[src/rtl/wb_pkg.sv]
// Shared types and helpers for the output write-back DMA.
// DRAM word address = {row, col}; the FSM state enum lives here.
package wb_pkg;
  localparam int ROW_W  = 13;
  localparam int DATA_W = 32;
  localparam int ADDR_W = 23;

  typedef logic [ADDR_W-1:0] dram_addr_t;

  typedef enum logic [2:0] {
    S_IDLE,
    S_FETCH,
    S_ROWCHK,
    S_PRE,
    S_ACT,
    S_WRITE,
    S_PREF,
    S_DONE
  } wb_state_t;

  function automatic logic [ROW_W-1:0] row_of(
    dram_addr_t a,
    int col_w
  );
    dram_addr_t s;
    s = a >> col_w;
    return s[ROW_W-1:0];
  endfunction

  function automatic logic [ROW_W-1:0] col_of(
    dram_addr_t a,
    int col_w
  );
    dram_addr_t m;
    m = (dram_addr_t'(1) << col_w) - dram_addr_t'(1);
    m = a & m;
    return m[ROW_W-1:0];
  endfunction
endpackage

[src/rtl/maxpool_acc.sv]
// Signed running-max register: load takes the first tap,
// valid folds in later taps, clr empties it.
module maxpool_acc
  import wb_pkg::*;
(
  input  logic              clk,
  input  logic              rst,
  input  logic              clr,
  input  logic              load,
  input  logic              valid,
  input  logic [DATA_W-1:0] din,
  output logic [DATA_W-1:0] max_q
);
  always_ff @(posedge clk or negedge rst) begin
    if (!rst) begin
      max_q <= '0;
    end else if (clr) begin
      max_q <= '0;
    end else if (load) begin
      max_q <= din;
    end else if (valid) begin
      if ($signed(din) > $signed(max_q))
        max_q <= din;
    end
  end
endmodule

[src/rtl/output_writeback_dma.sv]
// Output write-back DMA: drains per-kernel output SRAMs into DRAM,
// optionally applying 2x2/stride-2 signed max-pooling on the fly.
module output_writeback_dma
  import wb_pkg::*;
#(
  parameter int NUM_BANKS  = 32,
  parameter int SRAM_DEPTH = 4096,
  parameter int COL_W      = 10,
  parameter int T_RCD      = 1,
  parameter int T_RP       = 1
) (
  input  logic                          clk,
  input  logic                          rst,
  input  logic                          start,
  input  logic [ADDR_W-1:0]             base_addr,
  input  logic [9:0]                    map_size,
  input  logic [9:0]                    kernel_num,
  input  logic                          pooling,
  output logic                          busy,
  output logic                          done,
  output logic                          sram_rd_en,
  output logic [$clog2(NUM_BANKS)-1:0]  sram_bank,
  output logic [$clog2(SRAM_DEPTH)-1:0] sram_addr,
  input  logic [DATA_W-1:0]             sram_rdata,
  output logic                          CSn,
  output logic                          RASn,
  output logic                          CASn,
  output logic [3:0]                    WEn,
  output logic [ROW_W-1:0]              A,
  output logic [DATA_W-1:0]             D
);
  localparam int BANK_W  = $clog2(NUM_BANKS);
  localparam int SRAM_AW = $clog2(SRAM_DEPTH);
  localparam int SB_W    = 21;
  localparam int CNT_W   = 8;

  wb_state_t         state;
  logic [2:0]        tap;
  logic [CNT_W-1:0]  cnt;
  logic              rd_pend;
  dram_addr_t        daddr;
  logic [9:0]        ms_q, m_q, kn_q;
  logic [9:0]        x, y, c;
  logic              pool_q;
  logic [SB_W-1:0]   sbase;
  logic              row_open;
  logic [ROW_W-1:0]  open_row;
  logic [DATA_W-1:0] word_q, acc_max, word;
  logic              acc_clr, acc_load, acc_vld;
  logic [9:0]        m_in, nx, ny, nc;
  logic [SB_W-1:0]   nsb, step;
  logic              x_last, y_last, last_word;
  logic [ROW_W-1:0]  cur_row, cur_col;

  // Tap address: pool taps walk (2y,2x) .. (2y+1,2x+1).
  function automatic logic [SB_W-1:0] taddr(
    logic [SB_W-1:0] sb,
    logic [9:0]      xx,
    logic [1:0]      t
  );
    logic [SB_W-1:0] a;
    if (pool_q)
      a = sb + (t[1] ? SB_W'(ms_q) : '0)
          + SB_W'({xx, t[0]});
    else
      a = sb + SB_W'(xx);
    return a;
  endfunction

  assign m_in = pooling ? {1'b0, map_size[9:1]}
                        : map_size;
  assign step = pool_q ? SB_W'({ms_q, 1'b0})
                       : SB_W'(ms_q);
  assign word    = pool_q ? acc_max : word_q;
  assign cur_row = row_of(daddr, COL_W);
  assign cur_col = col_of(daddr, COL_W);

  always_comb begin
    x_last    = (x == m_q - 10'd1);
    y_last    = (y == m_q - 10'd1);
    last_word = x_last && y_last
                && (c == kn_q - 10'd1);
    nx  = x_last ? '0 : x + 10'd1;
    ny  = y;
    nc  = c;
    nsb = sbase;
    if (x_last) begin
      ny  = y + 10'd1;
      nsb = sbase + step;
      if (y_last) begin
        ny  = '0;
        nsb = '0;
        nc  = c + 10'd1;
      end
    end
  end

  always_comb begin
    acc_clr  = (state == S_IDLE) && start;
    acc_load = 1'b0;
    acc_vld  = 1'b0;
    if (state == S_FETCH && rd_pend && pool_q) begin
      acc_load = (tap == 3'd1);
      acc_vld  = (tap != 3'd1);
    end
  end

  maxpool_acc u_acc (
    .clk   (clk),
    .rst   (rst),
    .clr   (acc_clr),
    .load  (acc_load),
    .valid (acc_vld),
    .din   (sram_rdata),
    .max_q (acc_max)
  );

  always_ff @(posedge clk or negedge rst) begin
    if (!rst) begin
      state      <= S_IDLE;
      tap        <= '0;
      cnt        <= '0;
      rd_pend    <= 1'b0;
      daddr      <= '0;
      ms_q       <= '0;
      m_q        <= '0;
      kn_q       <= '0;
      pool_q     <= 1'b0;
      x          <= '0;
      y          <= '0;
      c          <= '0;
      sbase      <= '0;
      row_open   <= 1'b0;
      open_row   <= '0;
      word_q     <= '0;
      busy       <= 1'b0;
      done       <= 1'b0;
      sram_rd_en <= 1'b0;
      sram_bank  <= '0;
      sram_addr  <= '0;
      CSn        <= 1'b1;
      RASn       <= 1'b1;
      CASn       <= 1'b1;
      WEn        <= 4'hF;
      A          <= '0;
      D          <= '0;
    end else begin
      rd_pend <= sram_rd_en;
      if (rd_pend)
        word_q <= sram_rdata;
      unique case (state)
        S_IDLE: if (start) begin
          daddr     <= base_addr;
          ms_q      <= map_size;
          m_q       <= m_in;
          kn_q      <= kernel_num;
          pool_q    <= pooling;
          x         <= '0;
          y         <= '0;
          c         <= '0;
          sbase     <= '0;
          tap       <= '0;
          sram_bank <= '0;
          sram_addr <= '0;
          if (kernel_num == '0 || m_in == '0) begin
            done  <= 1'b1;
            state <= S_DONE;
          end else begin
            busy       <= 1'b1;
            sram_rd_en <= 1'b1;
            state      <= S_FETCH;
          end
        end
        S_FETCH: begin
          tap        <= tap + 3'd1;
          sram_rd_en <= 1'b0;
          if (pool_q && tap < 3'd3) begin
            sram_rd_en <= 1'b1;
            sram_addr  <= SRAM_AW'(taddr(sbase, x,
                            tap[1:0] + 2'd1));
          end
          if (tap == (pool_q ? 3'd4 : 3'd1))
            state <= S_ROWCHK;
        end
        S_ROWCHK: begin
          if (row_open && open_row == cur_row) begin
            CSn   <= 1'b0;
            CASn  <= 1'b0;
            WEn   <= 4'h0;
            A     <= cur_col;
            D     <= word;
            state <= S_WRITE;
          end else if (row_open) begin
            CSn      <= 1'b0;
            RASn     <= 1'b1;
            row_open <= 1'b0;
            cnt      <= '0;
            state    <= S_PRE;
          end else begin
            CSn      <= 1'b0;
            RASn     <= 1'b0;
            A        <= cur_row;
            row_open <= 1'b1;
            open_row <= cur_row;
            cnt      <= '0;
            state    <= S_ACT;
          end
        end
        S_PRE: begin
          if (cnt == CNT_W'(T_RP - 1)) begin
            RASn     <= 1'b0;
            A        <= cur_row;
            row_open <= 1'b1;
            open_row <= cur_row;
            cnt      <= '0;
            state    <= S_ACT;
          end else begin
            cnt <= cnt + 1'b1;
          end
        end
        S_ACT: begin
          CSn <= 1'b1;
          if (cnt == CNT_W'(T_RCD)) begin
            CSn   <= 1'b0;
            CASn  <= 1'b0;
            WEn   <= 4'h0;
            A     <= cur_col;
            D     <= word;
            state <= S_WRITE;
          end else begin
            cnt <= cnt + 1'b1;
          end
        end
        S_WRITE: begin
          CSn   <= 1'b1;
          CASn  <= 1'b1;
          WEn   <= 4'hF;
          daddr <= daddr + 1'b1;
          x     <= nx;
          y     <= ny;
          c     <= nc;
          sbase <= nsb;
          if (last_word) begin
            CSn      <= 1'b0;
            RASn     <= 1'b1;
            row_open <= 1'b0;
            cnt      <= '0;
            state    <= S_PREF;
          end else begin
            tap        <= '0;
            sram_rd_en <= 1'b1;
            sram_bank  <= nc[BANK_W-1:0];
            sram_addr  <= SRAM_AW'(taddr(nsb, nx, 2'd0));
            state      <= S_FETCH;
          end
        end
        S_PREF: begin
          if (cnt == CNT_W'(T_RP - 1)) begin
            CSn   <= 1'b1;
            busy  <= 1'b0;
            done  <= 1'b1;
            state <= S_DONE;
          end else begin
            cnt <= cnt + 1'b1;
          end
        end
        S_DONE: begin
          done  <= 1'b0;
          busy  <= 1'b0;
          state <= S_IDLE;
        end
        default: state <= S_IDLE;
      endcase
    end
  end
endmodule

[config.mk]
export PLATFORM = sky130hd
export DESIGN_NAME = output_writeback_dma
export DESIGN_NICKNAME = d
export VERILOG_FILES = /design/src/rtl/wb_pkg.sv /design/src/rtl/maxpool_acc.sv /design/src/rtl/output_writeback_dma.sv
export SDC_FILE = /design/constraint.sdc
export NUM_CORES = 1
export LEC_CHECK = 0
export BUFFER_PORTS_ARGS = -buffer_cell sky130_fd_sc_hd__buf_2
export CAP_MARGIN = 20
export CORE_ASPECT_RATIO = 1.4
export CORE_UTILIZATION = 56
export CTS_BUF_LIST = sky130_fd_sc_hd__clkbuf_8
export DETAILED_ROUTE_END_ITERATION = 10
export PLACE_DENSITY = 0.76
export REMOVE_ABC_BUFFERS = 1
export SETUP_SLACK_MARGIN = 0.1
export SLEW_MARGIN = 0
export SYNTH_ARGS = -nofsm -noshare
export SYNTH_HDL_FRONTEND = slang
export SYNTH_HIERARCHICAL = 1
export SYNTH_SLANG_ARGS = --single-unit
[constraint.sdc]
create_clock -name clk -period 12.1 [get_ports clk]
set_input_delay 2.42 -clock clk [delete_from_list [all_inputs] [get_ports clk]]
set_output_delay 2.42 -clock clk [all_outputs]
set_load 0.02 [all_outputs]
# Word level (Yosys, flattened, before mapping)
# Cells that the tools add are included.
# word_totals
regBits,270
latchBits,0
ram_bits,0
romBits,0
in_bits,79
out_inout_bits,72
elab_cells,214
memories,0
# classes
n_addsub,15
multipliers,0
div,0
n_lt_le_gt_ge,2
eq_ne,33
shifts,0
n_mux,92
n_bitwise,0
n_reduce_logical,43
# op_table
operator,count
32-bit two-way mux,7
10-bit two-way mux,8
13-bit two-way mux,5
32-bit one-hot mux with 2 select lines,1
21-bit two-way mux,3
12-bit two-way mux,5
10-bit one-hot mux with 2 select lines,3
23-bit one-hot mux with 2 select lines,1
21-bit one-hot mux with 2 select lines,1
8-bit two-way mux,5
8-bit one-hot mux with 5 select lines,1
13-bit one-hot mux with 3 select lines,1
12-bit by 10-bit adder with 12-bit output,3
3-bit two-way mux,12
12-bit one-hot mux with 3 select lines,1
32-bit > comparator,1
4-bit AND reduction,8
10-bit by 1-bit adder with 10-bit output (second input constant),3
10-bit equality test,3
2-bit inequality test (second input constant),14
13-bit one-hot mux with 2 select lines,1
12-bit by 11-bit adder with 12-bit output,2
3-bit one-hot mux with 8 select lines,1
23-bit by 1-bit adder with 23-bit output (second input constant),1
37 further kinds,94

# Longest topological paths before layout
# depth
word_depth,8
mapped_depth,25
depth_no_buf,21

# Modules after synthesis
# The synthesis kept the hierarchy.
# by_module_without_submodules
module,n_inst,cells_per_inst,area_each_um2,seq_area_each_um2
output_writeback_dma,1,1608,14607.8,5634.2
maxpool_acc,1,224,2250.9,800.8

# Worst setup path after synthesis
# No wires, ideal clock.
# synth_path
path_type,register -> register
start,register m_q[6]
end,register sram_addr[10]
setup_time_ns,0.128
arrival_ns,4.916
t_required_ns,11.972
slack_ns,7.056
stages_incl_launch_ff,22
n_path_buf,4
period_less_slack_ns,5.044
cell_sequence,dfrtp_1 -> buf_2 -> or4_1 -> a311o_1 -> o22ai_1 -> nand4_1 -> nor2_1 -> clkbuf_1 -> buf_1 -> clkbuf_1 -> nor2_1 -> ha_1 -> fa_1 -> a21o_1 -> a21oi_1 -> nor2b_1 -> o21ai_0 -> a21oi_1 -> a311o_1 -> and3_1 -> nor3_1 -> o21ai_0
# synth_via
elab_chain_len,8
word_cells_on_any_way,15
classes_between,add/sub: 3; eq/ne: 3; mux: 6; reduce/logical: 3
# synth_rtl
item,line,rtl
start: declaration,output_writeback_dma.sv:42,"logic [9:0] ms_q, m_q, kn_q;"
start signal: assignment,output_writeback_dma.sv:155,m_q <= m_in;
10-bit by 1-bit subtractor with 10-bit output (*),"output_writeback_dma.sv:79, output_writeback_dma.sv:80",
10-bit equality test,output_writeback_dma.sv:80,y_last = (y == m_q - 10'd1);
21-bit two-way mux,output_writeback_dma.sv:90,if (y_last) begin
21-bit two-way mux,output_writeback_dma.sv:87,if (x_last) begin
12-bit by 10-bit adder with 12-bit output or 12-bit by 11-bit adder with 12-bit output (tied branches),"output_writeback_dma.sv:66, output_writeback_dma.sv:64",
12-bit two-way mux,output_writeback_dma.sv:62,if (pool_q)
12-bit two-way mux,output_writeback_dma.sv:243,if (last_word) begin
12-bit one-hot mux with 3 select lines,output_writeback_dma.sv:151,unique case (state)
end signal: assignment,output_writeback_dma.sv:179,"sram_addr <= SRAM_AW'(taddr(sbase, x,"
end signal: assignment,output_writeback_dma.sv:253,"sram_addr <= SRAM_AW'(taddr(nsb, nx, 2'd0));"
end: declaration,output_writeback_dma.sv:23,"output logic [$clog2(SRAM_DEPTH)-1:0] sram_addr,"
# Mark *: on every way between the ends. The rest lies on a longest branch, timed or not. The select of a mux whose other input is x is not followed.
# A chain may end at the register's enable or synchronous reset.

# Worst setup path after layout
# layout_path
start,register m_q[0]
end,register sram_addr[11]
# The elaborated chain is that of the path after synthesis.

==> summary.md <==
| Metric | Value |
|---|---|
| Status | finished, final reports clean |
| Initial DRC count | 916 |
| Hold EP | rd_pend |
| Clk Latency, worst-skew pair | 0.59 ns |
| 1st-pass router iterations | 5 |
| EDFF count, synth | 0 |
| Cell Area, Synth | about 0.017 mm^2 |
| Synth Area per Inst | approximately 9.2 um^2 |
| Slew Limit Fails | 0 |
| Number of max-cap violations | 0 |
| Final period util | 0.480 |
| NetSw | ~0.0019 W |
| Seq/Total Area, Yosys | 0.382 |
| Crit path launch type | flip-flop |
| GRT Residual Overflow | 0 |
| Gr usage total | 0.281 |
| Clock sink count | approximately 260 |
| Die Wd | 149 um |
| Post-route DRC | 0 |
| Post-CTS sizing | 0 |
| Fill cell count | ~2500 |
| Lkg Pwr | between 8 and 9 nW |
| Netlist cell types | between 80 and 90 |
| # port buffers | 150 |
| Initial Util | 0.574 |
| CP Max Fanout | 16 |
| Yosys top cell by area | dfrtp_1 |
| Slew @ Worst Pin | roughly 1.2 ns |
| Async set or reset register ratio after synthesis | 1.00 |
| Comb pwr share | 0.466 |
| Total number of vias | roughly 14000 |
| Reg2reg start | m_q[0] |
| Internal Pwr Total | 0.00250 W |
| Yosys reg bits | 257 |
| R2R cell count | 18 |
| Routed Antenna Nets | 0 |
| Worst hold path class | reg2reg |
| Period minus WS final | around 5.8 ns |
| CP Class | reg2reg |
| Power per Cell Area | about 240 mW/mm^2 |
| Fmax | around 170 MHz |
| Synth warn | 6 |
| TritonCTS clock tree | yes |
| Nets@finish | 2129 |
| DP Area | between 0.015 and 0.02 mm^2 |
| Hold path cells | 0 |
| Full die area | 0.0308 mm^2 |
| Area share of the largest cell type after synthesis | 0.377 |
| Layout area overhead | 11.0% |
| Sequential power share | 0.347 |
| Mapped Cells | 1832 |
| Num CTS Buffers | 41 |
| Total routed wirelength | approximately 43000 um |
| Commonest non-fill, non-tap cells in the layout | dfrtp_1 (253), nand2_1 (214), buf_2 (149) |
| Final setup skew | approximately 0.027 ns |
| Worst vdd ir | ~0.15 mV |
| Die Height | approximately 210 um |
| Hold Slack | 0.454 ns |
| IO Pins | approximately 150 |
| H-tree lvl count | 2 |
| Area contributors post-synth | dfrtp_1 (38%), ha_1 (7.1%), mux2i_1 (5.3%) |
| DP HPWL | around 30000 um |
| Setup TNS | 0 ns |
| Drt wl/cell | ~18 um |
| Clk buf depth | 3 |
| CTS root buffer | clkbuf_8 |
| Core Region | around 0.029 mm^2 |
| First-pass GRT wire length | 69800 um |
| R2r setup slk | about 6.3 ns |
| Clock Pin Slew Worst Setup and Hold Paths | 0.07 ns |
| Sw frac | 0.432 |
| # rows | 74 |
| Startpoint of the worst hold path | sram_rd_en |
| RSZ-0062 raised after global routing | false |
| Largest net degree at the start of global routing | 154 |
| RePlAce Congestion | ~0.91 |
| Slew Limit Headroom | 0.175 |
| Worst Setup End Kind | flip-flop |
| Synth Flop Type | dfrtp_1 |
| Via density | 6.03 |
| Commonest non-fill, non-tap cell in the layout | dfrtp_1 |
| Vias in the first global route | between 10000 and 15000 |
| Clk pwr share | 0.187 |
| Worst Path Required | 12.54 ns |
| Postcts setup bufs | 0 |
| Cts hold-fix bufs | 0 |
| Final-report hold violation count | 0 |
| Initial antenna violation count | 1 |
| WP data arrival | ~6.2 ns |
| FF-to-FF End | sram_addr[11] |
| Share of layout cells above drive strength 1 | 0.167 |
| Post-Layout Inst Area | 0.0187 mm^2 |
| Final setup viols | 0 |
state kept, by name, summed over array words and instances (netlist names), 12 cells and up:
| register | cells |
|---|---|
| D | 32 |
| u_acc/max_q | 32 |
| word_q | 32 |
| daddr | 23 |
| A | 13 |
| open_row | 13 |
| sbase | 12 |
| sram_addr | 12 |
per-stage QoR:
stage | cells | utilization | total power (W) | setup WS (ns)
6_report | 2352 | 0.638 | 0.00441 | 6.29
3_5_place_dp | 2277 | 0.606 | 0.00359 | 6.35
5_1_grt | 2352 | 0.638 | 0.00473 | 5.89
2_1_floorplan | 1731 | - | 0.00297 | 4.74
4_1_cts | 2351 | 0.637 | 0.00443 | 6.37
3_3_place_gp | 2277 | 0.606 | 0.00351 | 6.43
final cells by class:
cell class	count	area (um^2)	area share
flip-flops and latches	257	6440	0.344
well taps	380	475	0.0254
clock buffers	56	771	0.0412
repair buffers	166	893	0.0477
clock inverters	18	139	0.00742
diodes	1	2.50	0.000134
inverters	73	274	0.0146
multi-input cells	1401	9720	0.519
critical path: stages, from the launching register on:
cell	delay (ns)
dfrtp_1	0.46
inv_1	0.12
ha_1	0.27
nor3b_1	0.60
a22oi_1	0.20
nor3_1	0.24
nand4_1	0.17
or2_2	0.51
nor2_2	0.48
a22o_1	0.32
ha_1	0.27
a21oi_1	0.23
o211ai_1	0.18
o41ai_1	0.67
o21ai_0	0.27
o221ai_1	0.28
o22ai_1	0.12
xnor2_1	0.17
o21ai_0	0.10
metal layers:
metal	part of all wire	global-route usage
met1	0.40	0.338
met2	0.51	0.488
met3	0.051	0.0385
met4	0.041	0.137
met5	0	0
power by group through the flow:
stage          registers (W)  logic, W  clock network [W]
6_report             0.00153   0.00205           0.000826
5_1_grt              0.00158   0.00227           0.000878
4_1_cts              0.00153   0.00206           0.000846
3_5_place_dp         0.00154   0.00204                  0
3_3_place_gp         0.00153   0.00198                  0
2_1_floorplan        0.00159   0.00138                  0
synthesized netlist by cell type, drive strengths merged, types with 11 or more instances:
library cell  count
xor2             37
o22ai            11
a211oi           13
a21o             19
inv              73
xnor2            73
dfrtp           254
nor4             17
a22o             13
nand3            66
o21ai           114
nor3             39
o31ai            19
nor2b            25
o211ai           13
a221o            12
mux2i            89
nand2b           44
a31oi            14
clkbuf           71
ha               95
nor2            147
a21oi           106
buf              30
nand4            20
nand2           216
mux2             58
and3             20
fa               15
worst max path at each step:
stage,startpoint,to,slack (ns)
6_report,m_q[0],sram_addr[11],6.29
5_1_grt,m_q[0],sram_addr[11],5.89
4_1_cts,m_q[0],sram_addr[11],6.37
3_5_place_dp,sram_rdata[10],u_acc/max_q[0],6.35
3_3_place_gp,sram_rdata[10],u_acc/max_q[0],6.43
2_1_floorplan,start,u_acc/max_q[0],4.74
logic make-up after synthesis:
kind of cell | Yosys count | synth area share
compound gates | 398 | 0.153
xor+xnor | 112 | 0.0603
fa+ha+maj | 110 | 0.0883
buf+inv | 174 | 0.0440
flops | 257 | 0.382
mux | 147 | 0.0929
simple gates | 634 | 0.180
(Power assumes the default switching activity.)
